## src/rtl/bcd_to_binary.sv

```systemverilog
`default_nettype none
// ============================================================================
// Module      : bcd_to_binary
// Description : Converts a packed unsigned BCD number to binary using reverse
//               double-dabble (shift right, then subtract 3 from every nibble
//               >= 8). One result bit is resolved every two clock cycles.
//
// Ports       :
//   i_Clock     in   1                   clock, rising edge
//   i_Rst_L     in   1                   synchronous active-low reset
//   i_BCD       in   4*DECIMAL_DIGITS    packed BCD, digit 0 in [3:0]
//   i_Start     in   1                   request, accepted only when idle
//   o_Binary    out  OUTPUT_WIDTH        result, held until next o_DV
//   o_DV        out  1                   one-cycle result-valid pulse
//   o_Busy      out  1                   accept edge through o_DV cycle
//   o_Overflow  out  1                   value exceeds 2^OUTPUT_WIDTH-1
//   o_Error     out  1                   some input nibble > 9
//
// Revision    : 1.0 - initial release
// ============================================================================
module bcd_to_binary #(
    parameter int DECIMAL_DIGITS = 3,
    parameter int OUTPUT_WIDTH   = 10
) (
    input  logic                        i_Clock,
    input  logic                        i_Rst_L,
    input  logic [4*DECIMAL_DIGITS-1:0] i_BCD,
    input  logic                        i_Start,
    output logic [OUTPUT_WIDTH-1:0]     o_Binary,
    output logic                        o_DV,
    output logic                        o_Busy,
    output logic                        o_Overflow,
    output logic                        o_Error
);

    localparam int c_BCD_WIDTH = 4 * DECIMAL_DIGITS;
    localparam int c_CNT_WIDTH = $clog2(OUTPUT_WIDTH) + 1;

    localparam logic [c_CNT_WIDTH-1:0] c_CNT_LAST = c_CNT_WIDTH'(OUTPUT_WIDTH - 1);
    localparam logic [c_CNT_WIDTH-1:0] c_CNT_ONE  = c_CNT_WIDTH'(1);

    localparam logic [1:0] c_ST_IDLE   = 2'd0;
    localparam logic [1:0] c_ST_SHIFT  = 2'd1;
    localparam logic [1:0] c_ST_ADJUST = 2'd2;
    localparam logic [1:0] c_ST_DONE   = 2'd3;

    logic [1:0]                r_state;
    logic [1:0]                w_next_state;
    logic [c_BCD_WIDTH-1:0]    r_bcd;
    logic [OUTPUT_WIDTH-1:0]   r_bin;
    logic [c_CNT_WIDTH-1:0]    r_count;
    logic                      r_invalid;

    logic [OUTPUT_WIDTH-1:0]   r_binary;
    logic                      r_dv;
    logic                      r_busy;
    logic                      r_overflow;
    logic                      r_error;

    logic [DECIMAL_DIGITS-1:0] w_nib_invalid;
    logic                      w_invalid;
    logic [c_BCD_WIDTH-1:0]    w_bcd_adj;

    // Per-nibble logic: invalid-digit detect on the incoming word, and the
    // post-shift correction on the working register. A nibble >= 8 after a
    // right shift picked up the upper digit's LSB as 8 instead of 5, hence -3.
    // Each nibble wraps independently; no borrow crosses digit boundaries.
    genvar gi;
    generate
        for (gi = 0; gi < DECIMAL_DIGITS; gi++) begin : g_nibble
            assign w_nib_invalid[gi] = (i_BCD[4*gi +: 4] > 4'd9);
            assign w_bcd_adj[4*gi +: 4] = (r_bcd[4*gi +: 4] >= 4'd8)
                                        ? (r_bcd[4*gi +: 4] - 4'd3)
                                        : r_bcd[4*gi +: 4];
        end
    endgenerate

    assign w_invalid = |w_nib_invalid;

    // Next-state logic
    always_comb begin
        w_next_state = r_state;
        case (r_state)
            c_ST_IDLE:   if (i_Start) w_next_state = c_ST_SHIFT;
            c_ST_SHIFT:  w_next_state = c_ST_ADJUST;
            c_ST_ADJUST: w_next_state = (r_count == c_CNT_LAST) ? c_ST_DONE : c_ST_SHIFT;
            c_ST_DONE:   w_next_state = c_ST_IDLE;
            default:     w_next_state = c_ST_IDLE;
        endcase
    end

    // State register and datapath
    always_ff @(posedge i_Clock) begin
        if (!i_Rst_L) begin
            r_state    <= c_ST_IDLE;
            r_bcd      <= '0;
            r_bin      <= '0;
            r_count    <= '0;
            r_invalid  <= 1'b0;
            r_binary   <= '0;
            r_dv       <= 1'b0;
            r_busy     <= 1'b0;
            r_overflow <= 1'b0;
            r_error    <= 1'b0;
        end else begin
            r_state <= w_next_state;
            r_dv    <= 1'b0;
            case (r_state)
                c_ST_IDLE: begin
                    // Busy stays high through the o_DV cycle (spent in IDLE)
                    // and drops on the following edge unless a new request
                    // is accepted on that same edge.
                    r_busy <= i_Start;
                    if (i_Start) begin
                        r_bcd     <= i_BCD;
                        r_bin     <= '0;
                        r_count   <= '0;
                        r_invalid <= w_invalid;
                    end
                end
                c_ST_SHIFT: begin
                    {r_bcd, r_bin} <= {r_bcd, r_bin} >> 1;
                end
                c_ST_ADJUST: begin
                    r_bcd   <= w_bcd_adj;
                    r_count <= r_count + c_CNT_ONE;
                end
                c_ST_DONE: begin
                    // Whatever decimal value is left in r_bcd after all
                    // shifts is the part that did not fit in OUTPUT_WIDTH.
                    r_dv    <= 1'b1;
                    r_error <= r_invalid;
                    if (r_invalid) begin
                        r_binary   <= '0;
                        r_overflow <= 1'b0;
                    end else begin
                        r_binary   <= r_bin;
                        r_overflow <= (r_bcd != '0);
                    end
                end
                default: begin
                    r_busy <= 1'b0;
                end
            endcase
        end
    end

    assign o_Binary   = r_binary;
    assign o_DV       = r_dv;
    assign o_Busy     = r_busy;
    assign o_Overflow = r_overflow;
    assign o_Error    = r_error;

endmodule
`default_nettype wire

```

## config.mk

```make
export PLATFORM = sky130hd
export DESIGN_NAME = bcd_to_binary
export DESIGN_NICKNAME = d
export VERILOG_FILES = /design/src/rtl/bcd_to_binary.sv
export SDC_FILE = /design/constraint.sdc
export NUM_CORES = 1
export LEC_CHECK = 0
export CAP_MARGIN = 40
export CELL_PAD_IN_SITES_DETAIL_PLACEMENT = 0
export CELL_PAD_IN_SITES_GLOBAL_PLACEMENT = 1
export CORE_ASPECT_RATIO = 1.5
export CORE_UTILIZATION = 38
export CTS_CLUSTER_DIAMETER = 200
export DETAILED_ROUTE_END_ITERATION = 16
export GPL_ROUTABILITY_DRIVEN = 0
export PLACE_DENSITY = 0.73
export SLEW_MARGIN = 20
export SYNTH_ARGS = -nofsm -noshare
export SYNTH_HDL_FRONTEND = slang
export SYNTH_SLANG_ARGS = --single-unit
```

## constraint.sdc

```tcl
create_clock -name i_Clock -period 1.8 [get_ports i_Clock]
set_clock_uncertainty 0.1 [all_clocks]
set_input_delay 0.36 -clock i_Clock [delete_from_list [all_inputs] [get_ports i_Clock]]
set_output_delay 0.36 -clock i_Clock [all_outputs]
set_load 0.05 [all_outputs]
```

# Word level (Yosys, flattened, before mapping)
# Index checks and enable logic that the tools add are counted.
# classes
muxes	15
bitwise	0
n_eq_ne	8
n_addsub	4
n_shift	0
n_mul	0
div	0
reduce_logical	12
order_cmp	6
# ops
op	n
12-bit case mux with 3 select lines	1
10-bit two-way mux	2
10-bit case mux with 2 select lines	1
4-bit >= comparator, second input constant	3
4-bit greater-than comparator, second input constant	3
12-bit two-way mux	1
4-bit two-way mux	3
12-bit nonzero test	1
4-bit by 2-bit subtractor with 4-bit output, second input constant	3
5-bit case mux with 2 select lines	1
3-bit AND reduction	3
2-bit != test, second input constant	4
2-bit case mux with 4 select lines	1
2-bit AND reduction	3
5-bit by 1-bit adder with 5-bit output, second input constant	1
5-bit by 4-bit equality test with 1-bit output, second input constant	1
5-bit two-way mux	1
2-bit equality test, second input constant	2
2-bit two-way mux	2
2-bit nonzero test	2
3-bit nonzero test	1
3-bit OR reduction	1
2-bit by 1-bit equality test with 1-bit output, second input constant	1
2-bit zero test	1
1-bit two-way mux	2
# totals
latchBits	0
ramBits	0
n_memories	0
reg_bits	44
romBits	0
word_cells	57
inputBits	15
out_inout_bits	14

# Depth between registers and ports, before layout
# Gate-level depths: netlist of run 1.
# logic_depth
depth_word	3
ltp_mapped	8
ltp_nobuf	5

# Worst setup path after synthesis of run 1
# No wires, ideal clock.
# synth_timing
path_kind	register to register
start	reg r_state[1]
end	reg r_bcd[3]
synth_period_minus_slack_ns	1.828
n_path_buf	2
path_slack_ns	-0.028
t_required_ns	1.581
arrival_time_ns	1.609
path_stages_with_launch	8
setup_time_ns	0.119
cell_sequence	dfxtp_1 > inv_1 > ha_1 > buf_6 > nor2b_4 > buf_6 > a2111o_1 > o221a_1
# synth_via
elab_chain_cells	3
word_cells_on_any_way	8
cone_classes	eq/ne (4); mux (1); reduce/logical (3)
# synth_rtl
item	line	text
start, declared	47	logic [1:0] r_state;
start signal, assigned	95	r_state <= c_ST_IDLE;
start signal, assigned	106	r_state <= w_next_state;
2-bit equality test, or another cell as far along	108	case (r_state)
2-bit != test (no line) or 3-bit nonzero test (tied branches)	--	
3-bit AND reduction (no line)	--	
end signal, assigned	115	r_bcd <= i_BCD;
end signal, assigned	122	{r_bcd, r_bin} <= {r_bcd, r_bin} >> 1;
end signal, assigned	125	r_bcd <= w_bcd_adj;
end, declared	49	logic [c_BCD_WIDTH-1:0] r_bcd;
# Several ways; a longest one is shown, not always the timed one.
# A chain may end at the register's enable or synchronous reset.

# Worst setup path after layout of run 1
# Ends and elaborated chain as after synthesis.

==> flow_metrics.env, run 1 <==
export IMPL_syn_area_um2=2300
export IMPL_syn_inst=258
export IMPL_synthArstFlopShare_pct=0
export IMPL_dr_pass1_iters=4
export IMPL_grt_pass1_vias=2044
export IMPL_post_cts_buffers=0
export IMPL_slew_viol_final=0
export IMPL_synth_edf_count=0
export IMPL_area_delta_synth_final_pct=29.0
export IMPL_grtUsageTotal_pct=20.0
export IMPL_rr_worst_depth=5
export IMPL_diodes=0
export IMPL_worst_setup_path_start_kind="register"
export IMPL_cts_sinks=44
export IMPL_via_per_inst=5.72
export IMPL_endpoint_kind="register"
export IMPL_synth_area_leaders="dfxtp_1 38%, ha_1 7.1%, a21oi_1 4.6%"
export IMPL_synth_top_area_share_pct=38.3
export IMPL_crit_fanout=6
export IMPL_synth_top_cell_by_area="dfxtp_1"
export IMPL_yosysWarningCount=0
export IMPL_hold_path_class="reg2reg"
export IMPL_grt_pass1_wl_um=9910
export IMPL_overflow=0
export IMPL_p_leak_nw=1.15
export IMPL_cts_clk_slew_worst_paths_ns=0.09
export IMPL_cts_max_level=2
export IMPL_cts_tree="built"
export IMPL_synth_distinct_cells=40
export IMPL_clk_path_buf_depth=2
export IMPL_hold_end="o_Binary[7]$_SDFFE_PN0P_"
export IMPL_max_freq_mhz=578
export IMPL_die_h_um=97.3
export IMPL_min_delay_start="o_Binary[7]$_SDFFE_PN0P_"
export IMPL_numPortBuffers=28
export IMPL_rsz0062_at_grt="no"
export IMPL_die_area_um2=6380
export IMPL_worstMarginPinSlew_ns=0.426
export IMPL_drt_total_wl_um=6200
export IMPL_numCtsBuffers=5
export IMPL_reg2reg_to="r_bcd[3]$_SDFFE_PN0P_"
export IMPL_powerDensity_nw_per_um2=968
export IMPL_synth_ff_type="dfxtp_1"
export IMPL_timing_setup_tns_ns=0
export IMPL_drv_cap=0
export IMPL_fp_dieW_um=65.5
export IMPL_worstPathArrival_ns=1.83
export IMPL_ys_top_cells_by_count="44 x dfxtp_1, 22 x nor2_1, 21 x a21oi_1, 14 x inv_1, 13 x ha_1"
export IMPL_seq_area_frac_synth_pct=38.3
export IMPL_dpl_hpwl_um=4410
export IMPL_syn_num_nets=286
export IMPL_drt_iter0_drc=110
export IMPL_pin_count=29
export IMPL_via_count=2184
export IMPL_required_ns=1.89
export IMPL_antenna_found_initial=0
export IMPL_fin_crit_sh_pct=96.2
export IMPL_synth_most_common_cell="dfxtp_1"
export IMPL_grt_max_degree=28
export IMPL_drc_errors=0
export IMPL_slew_headroom_pct=71.0
export IMPL_placementRows=34
export IMPL_critPathKind="reg2reg"
export IMPL_drive_gt1_share_pct=24.8
export IMPL_layout_setup_ws_ns=0.0687
export IMPL_setup_viol=0
export IMPL_r2r_slack_ns=0.07
export IMPL_postSynthAreaPerCell_um2=8.92
export IMPL_post_place_ws_ns=-0.164
export IMPL_hold_depth=2
export IMPL_whs_ns=0.373
export IMPL_root_buffer="clkbuf_8"
export IMPL_r2r_start="r_state[1]$_SDFFE_PN0P_"
export IMPL_clk_latency_ns=0.30
export IMPL_start_util_pct=39.5
export IMPL_routedWlPerCell_um=16.2
export IMPL_nNetsFinal=337
export IMPL_core_area_um2=5830
export IMPL_hold_viol_final=0
export IMPL_min_period_ns=1.73
export IMPL_ant_nets=0
export IMPL_peakVddDrop_mv=0.560
export IMPL_run_status="finished clean"
export IMPL_ys_ff_latch=44
-- cells in the final DEF, fill, tap and decap left out, types with 2 or more instances in the layout --
master / instances
nor3_1: 2
nor2_1: 22
o21ai_0: 11
xnor2_1: 3
nand2b_1: 8
a21oi_1: 20
or2_2: 2
o21ai_1: 2
a32oi_1: 11
nor2b_1: 8
and3_1: 2
mux2i_2: 2
nand3_1: 4
dfxtp_1: 42
clkinv_4: 2
a2111o_1: 2
inv_1: 12
or4_4: 2
buf_4: 48
mux2i_1: 4
a221oi_1: 9
o311ai_0: 8
or3_1: 3
clkbuf_8: 5
ha_2: 2
ha_1: 10
o221a_2: 2
nand2_1: 7
inv_2: 2
o31ai_1: 6
clkdlybuf4s50_1: 14
nand3b_1: 9
or4_1: 5
-- worst max-delay path, stage by stage, from the launching register on --
cell	delay, ns
dfxtp_4	0.38
inv_2	0.06
ha_1	0.27
and3_1	0.22
a2111o_1	0.36
o221a_1	0.24
-- state kept, by name (all words and copies together), names as in the netlist --
name	flops
r_bcd	12
o_Overflow	1
o_DV	1
o_Busy	1
r_invalid	1
r_state	2
o_Binary	10
r_count	5
r_bin	10
o_Error	1
-- area by class of cell --
| type | instances | area, um2 |
|---|---|---|
| Inverter | 14 | 52.6 |
| Sequential cell | 44 | 886 |
| Tap cell | 72 | 90.1 |
| Fill cell | 572 | 2860 |
| Clock inverter | 3 | 47.5 |
| Multi-Input combinational cell | 181 | 1310 |
| Clock buffer | 5 | 68.8 |
| Timing Repair Buffer | 63 | 512 |
-- cells by family after synthesis --
family / count (synthesis) / share of synthesized area (%)
AOI/OAI and AO/OA: 79 / 24.5
and+or+nand+nor: 79 / 19.5
DFF: 44 / 38.3
buffers and inverters: 34 / 6.74
adders and majority gates: 13 / 7.07
muxes: 6 / 2.77
xor gates and xnor gates: 3 / 1.14
-- layer usage --
layer  GRT usage (%)  part of all wire [%]
met1            23.4                    42
met2            33.7                    51
met3            3.87                   3.3
met4            10.2                   3.7
met5               0                     0
-- through the flow --
stage / cell area (um2) / std cells / total power [mW] / utilization [%]
2_1_floorplan: 2300 / 258 / 1.68 / -
3_3_place_gp: 2800 / 373 / 2.04 / 48.0
3_5_place_dp: 2800 / 373 / 2.04 / 48.0
4_1_cts: 2930 / 382 / 2.85 / 50.2
5_1_grt: 2970 / 382 / 3.03 / 50.9
6_report: 2970 / 382 / 2.87 / 50.9
-- repair_timing --
action | CTS | global route
hold buffers | 0 | 0
gates resized for setup | 1 | 13
cloned | 1 | 0
endpoints found under the setup margin | 4 | 21
endpoints found under the hold margin | 0 | 0
pin swaps | 0 | 4
-- power breakdown --
group / internal, mW / switching, mW
clock network: 0.418 / 0.369
registers: 1.06 / 0.109
logic: 0.452 / 0.468
total: 1.93 / 0.946
-- worst max-delay path by stage --
stage,start,to,cells past startpoint
after floorplan,r_state[1]$_SDFFE_PN0P_,r_bcd[3]$_SDFFE_PN0P_,7
after global placement,i_Start,r_bcd[8]$_SDFFE_PN0P_,4
after detailed placement,i_Start,r_bcd[5]$_SDFFE_PN0P_,4
after CTS,r_state[1]$_SDFFE_PN0P_,r_bcd[2]$_SDFFE_PN0P_,6
after global routing,r_state[0]$_SDFFE_PN0P_,r_bcd[8]$_SDFFE_PN0P_,5
final,r_state[1]$_SDFFE_PN0P_,r_bcd[3]$_SDFFE_PN0P_,5
No activity file was read; power rests on OpenSTA's default activity.
==> run 2: changes to the inputs <==
--- a/config.mk
+++ b/config.mk
@@ -14,6 +14,7 @@
 export DETAILED_ROUTE_END_ITERATION = 16
 export GPL_ROUTABILITY_DRIVEN = 0
 export PLACE_DENSITY = 0.73
+export SKIP_CTS_REPAIR_TIMING = 1
 export SLEW_MARGIN = 20
 export SYNTH_ARGS = -nofsm -noshare
 export SYNTH_HDL_FRONTEND = slang
==> run 2 against run 1 <==
Sequential share of layout area hardly changed; global-route usage down 0.45 points; power rose by 0.18%; worst setup slack better by 0.0027 ns; sequential power is essentially flat; worst hold slack better by 0.00055 ns; clock-buffer cell count stayed put; final cell count decreased by 0.26%; design area barely moved; die area unchanged; critical endpoint is now r_bcd[8]$_SDFFE_PN0P_; highest routed layer unchanged.
==> flow_metrics.env, run 2 (same netlist as run 1, synthesis figures left out) <==
export IMPL_routedWlPerCell_um=16.0
export IMPL_cts_max_level=2
export IMPL_clk_latency_ns=0.30
export IMPL_layout_commonest_cell="buf_4"
export IMPL_dpl_hpwl_um=4410
export IMPL_placedCellCount=373
export IMPL_area_delta_synth_final_pct=29.0
export IMPL_via_per_inst=5.66
export IMPL_run_status="finished clean"
export IMPL_grt_max_degree=28
export IMPL_endpoint_kind="register"
export IMPL_timing_setup_tns_ns=0
export IMPL_drive_gt1_share_pct=24.9
export IMPL_regMostFlops="r_bcd"
export IMPL_whs_ns=0.374
export IMPL_numPortBuffers=28
export IMPL_fp_dieW_um=65.5
export IMPL_cts_sinks=44
export IMPL_powerDensity_nw_per_um2=969
export IMPL_largest_register_ffs=12
export IMPL_placementRows=34
export IMPL_overflow=0
export IMPL_root_buffer="clkbuf_8"
export IMPL_antenna_found_initial=0
export IMPL_fin_crit_sh_pct=96.0
export IMPL_drc_errors=0
export IMPL_grtUsageTotal_pct=19.6
export IMPL_worstMarginPinSlew_ns=0.444
export IMPL_slew_headroom_pct=70.4
export IMPL_setup_viol=0
export IMPL_clk_path_buf_depth=2
export IMPL_drt_total_wl_um=6110
export IMPL_hold_viol_final=0
export IMPL_total_power_mw=2.88
export IMPL_drv_cap=0
export IMPL_nNetsFinal=336
export IMPL_slew_viol_final=0
export IMPL_required_ns=1.92
export IMPL_core_area_um2=5830
export IMPL_die_area_um2=6380
export IMPL_start_util_pct=39.5
export IMPL_pin_count=29
export IMPL_worst_setup_path_start_kind="register"
export IMPL_critPathKind="reg2reg"
export IMPL_rsz0062_at_grt="no"
export IMPL_cts_clk_slew_worst_paths_ns=0.09
export IMPL_p_leak_nw=1.15
export IMPL_crit_fanout=19
export IMPL_grt_pass1_wl_um=9690
export IMPL_worstPathArrival_ns=1.85
export IMPL_hold_path_class="reg2reg"
export IMPL_post_place_ws_ns=-0.164
export IMPL_final_cell_mix="49 x buf_4, 42 x dfxtp_1, 22 x nor2_1, 20 x a21oi_1, 14 x clkdlybuf4s50_1"
export IMPL_dr_pass1_iters=4
export IMPL_cts_tree="built"
export IMPL_final_cells=381
export IMPL_layout_setup_ws_ns=0.0715
export IMPL_ant_nets=0
export IMPL_diodes=0
export IMPL_max_freq_mhz=579
export IMPL_grt_pass1_vias=2038
export IMPL_via_count=2156
export IMPL_die_h_um=97.3
export IMPL_drt_iter0_drc=139
export IMPL_min_period_ns=1.73
export IMPL_peakVddDrop_mv=0.569
export IMPL_numCtsBuffers=5
run 2: cell count changes in the layout (fill, tap and decap cells not counted):
cell / previous run / this run
o31ai_1: 6 / 5
o31ai_2: 1 / 2
buf_4: 48 / 49
mux2i_4: 0 / 1
buf_6: 1 / 0
nor2b_2: 1 / 0
mux2i_2: 2 / 1
run 2: worst paths after layout:
| check | cells past startpoint | slack, ns | start | endpoint |
|---|---|---|---|---|
| worst max register to register | 5 | 0.07 | r_state[0]$_SDFFE_PN0P_ | r_bcd[8]$_SDFFE_PN0P_ |
| worst max-delay path | 5 | 0.07 | r_state[0]$_SDFFE_PN0P_ | r_bcd[8]$_SDFFE_PN0P_ |
| worst min-delay path | 2 | 0.37 | o_Binary[7]$_SDFFE_PN0P_ | o_Binary[7]$_SDFFE_PN0P_ |
| worst min register to register | 2 | 0.37 | o_Binary[7]$_SDFFE_PN0P_ | o_Binary[7]$_SDFFE_PN0P_ |
run 2: cell type report:
cell class | count | area [um2]
Clock buffer | 5 | 68.8
Clock inverter | 3 | 47.5
Fill cell | 569 | 2860
Inverter | 14 | 52.6
Multi-Input combinational cell | 180 | 1320
Sequential cell | 44 | 886
Tap cell | 72 | 90.1
Timing Repair Buffer | 63 | 508
run 2: routing by layer:
metal	up-vias	GRT usage, %	wire, um
met5	-	0	0
met4	0	10.2	189
met3	13	3.87	178
met2	46	33.2	3130
met1	1041	22.5	2610
li1	1056	-	-
run 2: worst max-delay path, stage by stage (launching register included):
cell	delay [ns]
dfxtp_2	0.38
inv_2	0.07
ha_4	0.17
nor2b_4	0.19
or4_1	0.50
o31ai_1	0.24
run 2: per-stage QoR:
stage	cell area, um2	util (%)
4_1_cts	2920	50.0
2_1_floorplan	2300	-
3_3_place_gp	2800	48.0
6_report	2970	50.9
3_5_place_dp	2800	48.0
5_1_grt	2970	50.9
run 2: report_power, final:
group	total (mW)	switching [mW]	internal, mW
logic	0.919	0.468	0.451
registers	1.17	0.109	1.06
clock network	0.794	0.376	0.419
total	2.88	0.952	1.93
==> run 3: changes to the inputs <==
--- a/config.mk
+++ b/config.mk
@@ -15,7 +15,6 @@
 export GPL_ROUTABILITY_DRIVEN = 0
 export PLACE_DENSITY = 0.73
 export SKIP_CTS_REPAIR_TIMING = 1
-export SLEW_MARGIN = 20
 export SYNTH_ARGS = -nofsm -noshare
 export SYNTH_HDL_FRONTEND = slang
 export SYNTH_SLANG_ARGS = --single-unit
==> results of run 3 <==
The final DEF is identical to that of run 2; final timing and power are the same.
